===== src/rtl/mem_access_unit.sv =====
// M-stage load/store bus master: IDLE -> REQ -> DONE, minimum 3 cycles, stall_o holds the pipeline until DONE.
// Optional misalignment trap enabled by `define MEM_ALIGN_CHECK_EN (default build: no alignment check).
module mem_access_unit #(
  parameter int TIMEOUT_CYCLES = 16
) (
  input  logic        clk,
  input  logic        reset,
  input  logic        mem_read_i,
  input  logic        mem_write_i,
  input  logic [2:0]  load_type_i,
  input  logic [2:0]  store_type_i,
  input  logic [31:0] addr_i,
  input  logic [31:0] wdata_i,
  output logic        bus_req_o,
  output logic        bus_we_o,
  output logic [31:0] bus_addr_o,
  output logic [3:0]  bus_be_o,
  output logic [31:0] bus_wdata_o,
  input  logic        bus_ack_i,
  input  logic [31:0] bus_rdata_i,
  output logic        stall_o,
  output logic [31:0] load_data_o,
  output logic        load_valid_o,
  output logic        bus_err_o,
  output logic        addr_exc_o
);

  localparam int CW = (TIMEOUT_CYCLES > 1) ? $clog2(TIMEOUT_CYCLES) : 1;
  localparam logic [CW-1:0] TO_LAST = CW'(TIMEOUT_CYCLES - 1);

  typedef enum logic [1:0] {IDLE, REQ, DONE} state_t;

  state_t        state;
  logic [CW-1:0] tcnt;
  logic [2:0]    ld_type;
  logic [1:0]    addr_lo;

  logic          access;
  logic          misaligned;
  logic [3:0]    st_be;
  logic [31:0]   st_wdata;
  logic [7:0]    rd_byte;
  logic [15:0]   rd_half;
  logic [31:0]   ld_ext;

  assign access  = mem_read_i | mem_write_i;
  assign stall_o = (state == REQ) | ((state == IDLE) & access);

  always_comb begin
    st_be    = 4'b1111;
    st_wdata = wdata_i;
    case (store_type_i)
      3'd1: begin
        st_be    = 4'b0001 << addr_i[1:0];
        st_wdata = {4{wdata_i[7:0]}};
      end
      3'd2: begin
        st_be    = addr_i[1] ? 4'b1100 : 4'b0011;
        st_wdata = {2{wdata_i[15:0]}};
      end
      default: ;
    endcase
  end

  // Lane selection uses the byte offset captured at issue, not the live address.
  always_comb begin
    rd_byte = bus_rdata_i[7:0];
    case (addr_lo)
      2'd1:    rd_byte = bus_rdata_i[15:8];
      2'd2:    rd_byte = bus_rdata_i[23:16];
      2'd3:    rd_byte = bus_rdata_i[31:24];
      default: ;
    endcase
    rd_half = addr_lo[1] ? bus_rdata_i[31:16] : bus_rdata_i[15:0];
    case (ld_type)
      3'd1:    ld_ext = {{24{rd_byte[7]}}, rd_byte};
      3'd2:    ld_ext = {24'h0, rd_byte};
      3'd3:    ld_ext = {{16{rd_half[15]}}, rd_half};
      3'd4:    ld_ext = {16'h0, rd_half};
      default: ld_ext = bus_rdata_i;
    endcase
  end

`ifdef MEM_ALIGN_CHECK_EN
  logic word_acc;
  logic half_acc;

  // A simultaneous read+write is a write, so the store type decides the width.
  always_comb begin
    if (mem_write_i) begin
      half_acc = (store_type_i == 3'd2);
      word_acc = (store_type_i != 3'd1) && (store_type_i != 3'd2);
    end else begin
      half_acc = (load_type_i == 3'd3) || (load_type_i == 3'd4);
      word_acc = (load_type_i == 3'd0) || (load_type_i > 3'd4);
    end
    misaligned = access & ((word_acc & (addr_i[1:0] != 2'b00)) | (half_acc & addr_i[0]));
  end
`else
  assign misaligned = 1'b0;
`endif

  always_ff @(posedge clk) begin
    if (reset) begin
      state        <= IDLE;
      tcnt         <= '0;
      ld_type      <= 3'd0;
      addr_lo      <= 2'd0;
      bus_req_o    <= 1'b0;
      bus_we_o     <= 1'b0;
      bus_addr_o   <= 32'h0;
      bus_be_o     <= 4'h0;
      bus_wdata_o  <= 32'h0;
      load_data_o  <= 32'h0;
      load_valid_o <= 1'b0;
      bus_err_o    <= 1'b0;
      addr_exc_o   <= 1'b0;
    end else begin
      load_valid_o <= 1'b0;
      bus_err_o    <= 1'b0;
      addr_exc_o   <= 1'b0;
      case (state)
        IDLE: begin
          if (access) begin
            bus_addr_o  <= {addr_i[31:2], 2'b00};
            addr_lo     <= addr_i[1:0];
            ld_type     <= load_type_i;
            bus_we_o    <= mem_write_i;
            bus_be_o    <= mem_write_i ? st_be : 4'b1111;
            bus_wdata_o <= mem_write_i ? st_wdata : 32'h0;
            tcnt        <= '0;
            if (misaligned) begin
              state      <= DONE;
              addr_exc_o <= 1'b1;
            end else begin
              state     <= REQ;
              bus_req_o <= 1'b1;
            end
          end
        end
        REQ: begin
          if (bus_ack_i) begin
            state     <= DONE;
            bus_req_o <= 1'b0;
            if (!bus_we_o) begin
              load_data_o  <= ld_ext;
              load_valid_o <= 1'b1;
            end
          end else if (tcnt == TO_LAST) begin
            state       <= DONE;
            bus_req_o   <= 1'b0;
            load_data_o <= 32'h0;
            bus_err_o   <= 1'b1;
          end else begin
            tcnt <= tcnt + 1'b1;
          end
        end
        // Held instruction is still presented here; returning to IDLE without looking prevents a re-issue.
        DONE:    state <= IDLE;
        default: state <= IDLE;
      endcase
    end
  end

endmodule


===== config.mk =====
export PLATFORM = sky130hd
export DESIGN_NAME = mem_access_unit
export DESIGN_NICKNAME = d
export VERILOG_FILES = /design/src/rtl/mem_access_unit.sv
export SDC_FILE = /design/constraint.sdc
export NUM_CORES = 1
export LEC_CHECK = 0
export ABC_AREA = 0
export BUFFER_PORTS_ARGS = -buffer_cell sky130_fd_sc_hd__buf_2
export CORE_ASPECT_RATIO = 0.7
export CORE_UTILIZATION = 51
export CTS_CLUSTER_SIZE = 20
export DETAILED_ROUTE_END_ITERATION = 6
export GPL_TIMING_DRIVEN = 0
export PLACE_DENSITY = 0.85
export SETUP_SLACK_MARGIN = 0.4
export SYNTH_ARGS = -nofsm -noshare
export SYNTH_HDL_FRONTEND = slang
export SYNTH_SLANG_ARGS = --single-unit

===== constraint.sdc =====
create_clock -name clk -period 2.65 [get_ports clk]
set_input_delay 0 -clock clk [delete_from_list [all_inputs] [get_ports clk]]
set_output_delay 0 -clock clk [all_outputs]
set_load 0.02 [all_outputs]

==> impl_summary.log <==
INFO  metric path_class = reg2reg
INFO  metric setup_violations = 0
INFO  metric die_h = about 83 um
INFO  metric peak_usage_layer_in_the_global_routing_report = met2
INFO  metric routabilityCongestion = 0.925
INFO  metric ant_nets = 0
INFO  metric grt-ovfl-total = 0
INFO  metric floorplan.io_pins = 213
INFO  metric wire_length_per_cell = about 19 um
INFO  metric report.power.total = 5320 uW
INFO  metric power.ir.vdd_worst = around 580 uV
INFO  metric drive_above_1_share = 0.331
INFO  metric final_nets = 984
INFO  metric place.port_buffers = between 200 and 250
INFO  metric fp-row-count = 29
INFO  metric rsz_0062_raised_after_global_routing = no
INFO  metric clock-sinks = 113
INFO  metric tritoncts = yes
INFO  metric grt_max_degree = 17
INFO  metric slew_violations = 0
INFO  metric postCtsSetupBuffers = 0
INFO  metric final_routed_wirelength_across_all_metal_layers = 19400 um
INFO  metric detail_route.drc_violations = 0
INFO  metric met2_usage = 0.623
INFO  metric netlist-cell-type-count = 60
INFO  metric finalHoldViolations = 0
INFO  metric layout.cells.most_common_list = 218 x sky130_fd_sc_hd__buf_2, 113 x sky130_fd_sc_hd__dfxtp_1, 108 x sky130_fd_sc_hd__nand2_1
INFO  metric clk_tree_root_cell = sky130_fd_sc_hd__clkbuf_16
INFO  metric ys_ff_latch = about 110
INFO  metric post_synth_instance_area = just under 5000 um2
INFO  metric max_slew_margin_vs_limit = 0.541
INFO  metric grt_pass1_wl = slightly above 30000 um
INFO  metric maximum_clock_path_buffer_count = 2
INFO  metric globalRouteMet1Util = 0.468
INFO  metric worst_ep_required_time = slightly below 3 ns
INFO  metric drv.max_cap_violation_count = 0
INFO  metric area_used_by_multi_input_combinational_logic = about 2400 um2
INFO  metric power.static_leakage = 0.00344 uW
INFO  metric final-seq-area = between 2000 and 2500 um2
INFO  metric worst-path-max-fanout = 10
INFO  metric async_flop_share = 0
INFO  metric mostFrequentLayoutCell = sky130_fd_sc_hd__buf_2
INFO  metric grt_util_all_layers = 0.390
INFO  metric global_route.usage.met3 = 0.115
INFO  metric antenna_violations_before_repair = 0
INFO  metric die_width = 118 um
INFO  metric timing.setup.tns = 0 ns
INFO  metric synth.avg_cell_area = ~8.8 um2
INFO  metric placeableCoreArea = 9140 um2
INFO  metric post_synth_edffs = 0
INFO  metric post-route-period-util = 0.831
INFO  metric n_antenna_cell = 0
INFO  metric area.growth.synth_to_final = 58.1%
INFO  metric via_density_per_instance = 5.90
INFO  metric synth_ff_type = sky130_fd_sc_hd__dfxtp_1
INFO  metric synth-seq-area-share = 0.468
INFO  metric worstSkewPairLatency = roughly 0.42 ns
INFO  metric min_path_type = in2reg
INFO  metric numCtsBuffers = 17
INFO  metric start_util = 0.528
INFO  metric tightestPinTransition = approximately 0.7 ns
INFO  metric run_status = completed
INFO  metric critPathLaunchType = flip-flop
INFO  metric clk_transition_reported_paths = roughly 0.060 ns
INFO  metric die_area = 9870 um2
INFO  metric nFillCells = ~530
INFO  metric timing.critical_path.arrival = 2.51 ns
INFO  metric cts.htree.levels = 4
INFO  metric clock_skew = between 0.008 and 0.009 ns
INFO  metric firstDrtPassIters = 5
INFO  metric netlist.top_cell.by_area = sky130_fd_sc_hd__dfxtp_1
INFO  metric detailroute.via_count = roughly 6000
INFO  metric dpl.hpwl = between 10000 and 15000 um
INFO  metric syn-instance-count = approximately 550
INFO  metric finalCriticalPeriod = 2.20 ns
INFO  metric pwr_per_cell_area = 696 nW/um2
INFO  metric yosys-top-cells-area = sky130_fd_sc_hd__dfxtp_1 47%, sky130_fd_sc_hd__nand2_1 8.4%, sky130_fd_sc_hd__a21oi_1 4.8%
INFO  metric max_clock_freq = around 0.45 GHz
INFO  metric first_global_vias = between 5000 and 6000
INFO  metric post-synth-top-area-fraction = 0.468
INFO  metric endpoint_kind = flip-flop
INFO  metric yosys_warnings = 0
INFO  metric detailedRoute.firstIterationViolations = 688
cell usage after synthesis, types with 5 or more instances:
cell type / number
sky130_fd_sc_hd__nand2b_1: 8
sky130_fd_sc_hd__a21oi_1: 46
sky130_fd_sc_hd__mux2i_1: 9
sky130_fd_sc_hd__mux2_2: 14
sky130_fd_sc_hd__o221ai_1: 7
sky130_fd_sc_hd__a32oi_1: 6
sky130_fd_sc_hd__nor2_1: 47
sky130_fd_sc_hd__o22a_1: 8
sky130_fd_sc_hd__a22oi_1: 8
sky130_fd_sc_hd__clkbuf_1: 25
sky130_fd_sc_hd__o21ai_0: 33
sky130_fd_sc_hd__buf_2: 9
sky130_fd_sc_hd__dfxtp_1: 113
sky130_fd_sc_hd__o21ai_2: 10
sky130_fd_sc_hd__buf_4: 5
sky130_fd_sc_hd__a22o_1: 9
sky130_fd_sc_hd__nand2_1: 108
sky130_fd_sc_hd__o2bb2ai_1: 24
per-stage QoR:
stage                     hold WS, ns  setup WS (ns)  instances  utilization  instance area [um2]
final                          0.0493          0.449       1013        0.836                 7640
after global routing           0.0682          0.448       1013        0.836                 7640
after CTS                      0.0343          0.608       1013        0.835                 7640
after detailed placement        0.250          0.645        882        0.661                 6040
after global placement          0.241          0.676        882        0.661                 6040
after floorplan                0.0785          0.964        549            -                 4840
kinds of logic (layout without fill, tap and decap cells):
| group | Yosys count | count (layout) | share of synthesized area |
|---|---|---|---|
| adders and majority gates | 1 | 1 | 0.00259 |
| DFF | 113 | 113 | 0.468 |
| other | 1 | 3 | 0.000776 |
| AOI/OAI and AO/OA | 171 | 171 | 0.249 |
| buffers and inverters | 44 | 384 | 0.0453 |
| and+or+nand+nor | 190 | 190 | 0.172 |
| muxes | 24 | 24 | 0.0559 |
| xor gates and xnor gates | 3 | 3 | 0.00544 |
registers in the layout (all words and copies together) (netlist names):
| name | flops |
|---|---|
| bus_wdata_o | 32 |
| load_data_o | 32 |
| bus_addr_o | 30 |
| bus_be_o | 4 |
| tcnt | 4 |
| ld_type | 3 |
| addr_lo | 2 |
| state | 2 |
| bus_err_o | 1 |
| bus_req_o | 1 |
| bus_we_o | 1 |
| load_valid_o | 1 |
final timing paths:
| check | to | cells after the start | slack [ns] | startpoint |
|---|---|---|---|---|
| worst max-delay path | load_data_o[0] | 6 | 0.45 | tcnt[0] |
| worst min-delay path | load_data_o[7] | 3 | 0.05 | bus_rdata_i[7] |
| worst max register to register | load_data_o[0] | 6 | 0.45 | tcnt[0] |
| worst min register to register | load_data_o[20] | 2 | 0.45 | load_data_o[20] |
power breakdown:
| group | switching [uW] | internal [uW] |
|---|---|---|
| clock | 876 | 1490 |
| sequential | 74.7 | 1820 |
| combinational | 642 | 420 |
per-layer routing:
metal	routed length, um	part of all wire	up-vias
met4	817	0.042	0
met1	7500	0.39	2779
li1	-	-	2603
met2	8840	0.46	485
met5	0	0	-
met3	2250	0.12	110
what timing repair did:
action,4_1_cts,5_1_grt
setup endpoints to repair,0,2
hold endpoints to repair,106,0
resized for setup,0,2
hold buffers,99,0
final cells by class:
| type | instances | area share |
|---|---|---|
| Buffer | 42 | 0.0278 |
| Clock buffer | 17 | 0.0557 |
| Clock inverter | 15 | 0.0239 |
| Inverter | 2 | 0.000983 |
| Multi-Input combinational cell | 392 | 0.309 |
| Sequential cell | 113 | 0.296 |
| Tap cell | 124 | 0.0203 |
| Timing Repair Buffer | 308 | 0.267 |
critical path, cell delays in order, from the launching register on:
cell and delay (ns):
sky130_fd_sc_hd__dfxtp_1 0.34, sky130_fd_sc_hd__ha_1 0.25, sky130_fd_sc_hd__and3_1 0.23, sky130_fd_sc_hd__a211oi_2 0.49
sky130_fd_sc_hd__clkbuf_1 0.50, sky130_fd_sc_hd__nand2_1 0.14, sky130_fd_sc_hd__o211ai_1 0.14
Note: power is estimated with default switching activity, not from simulation.
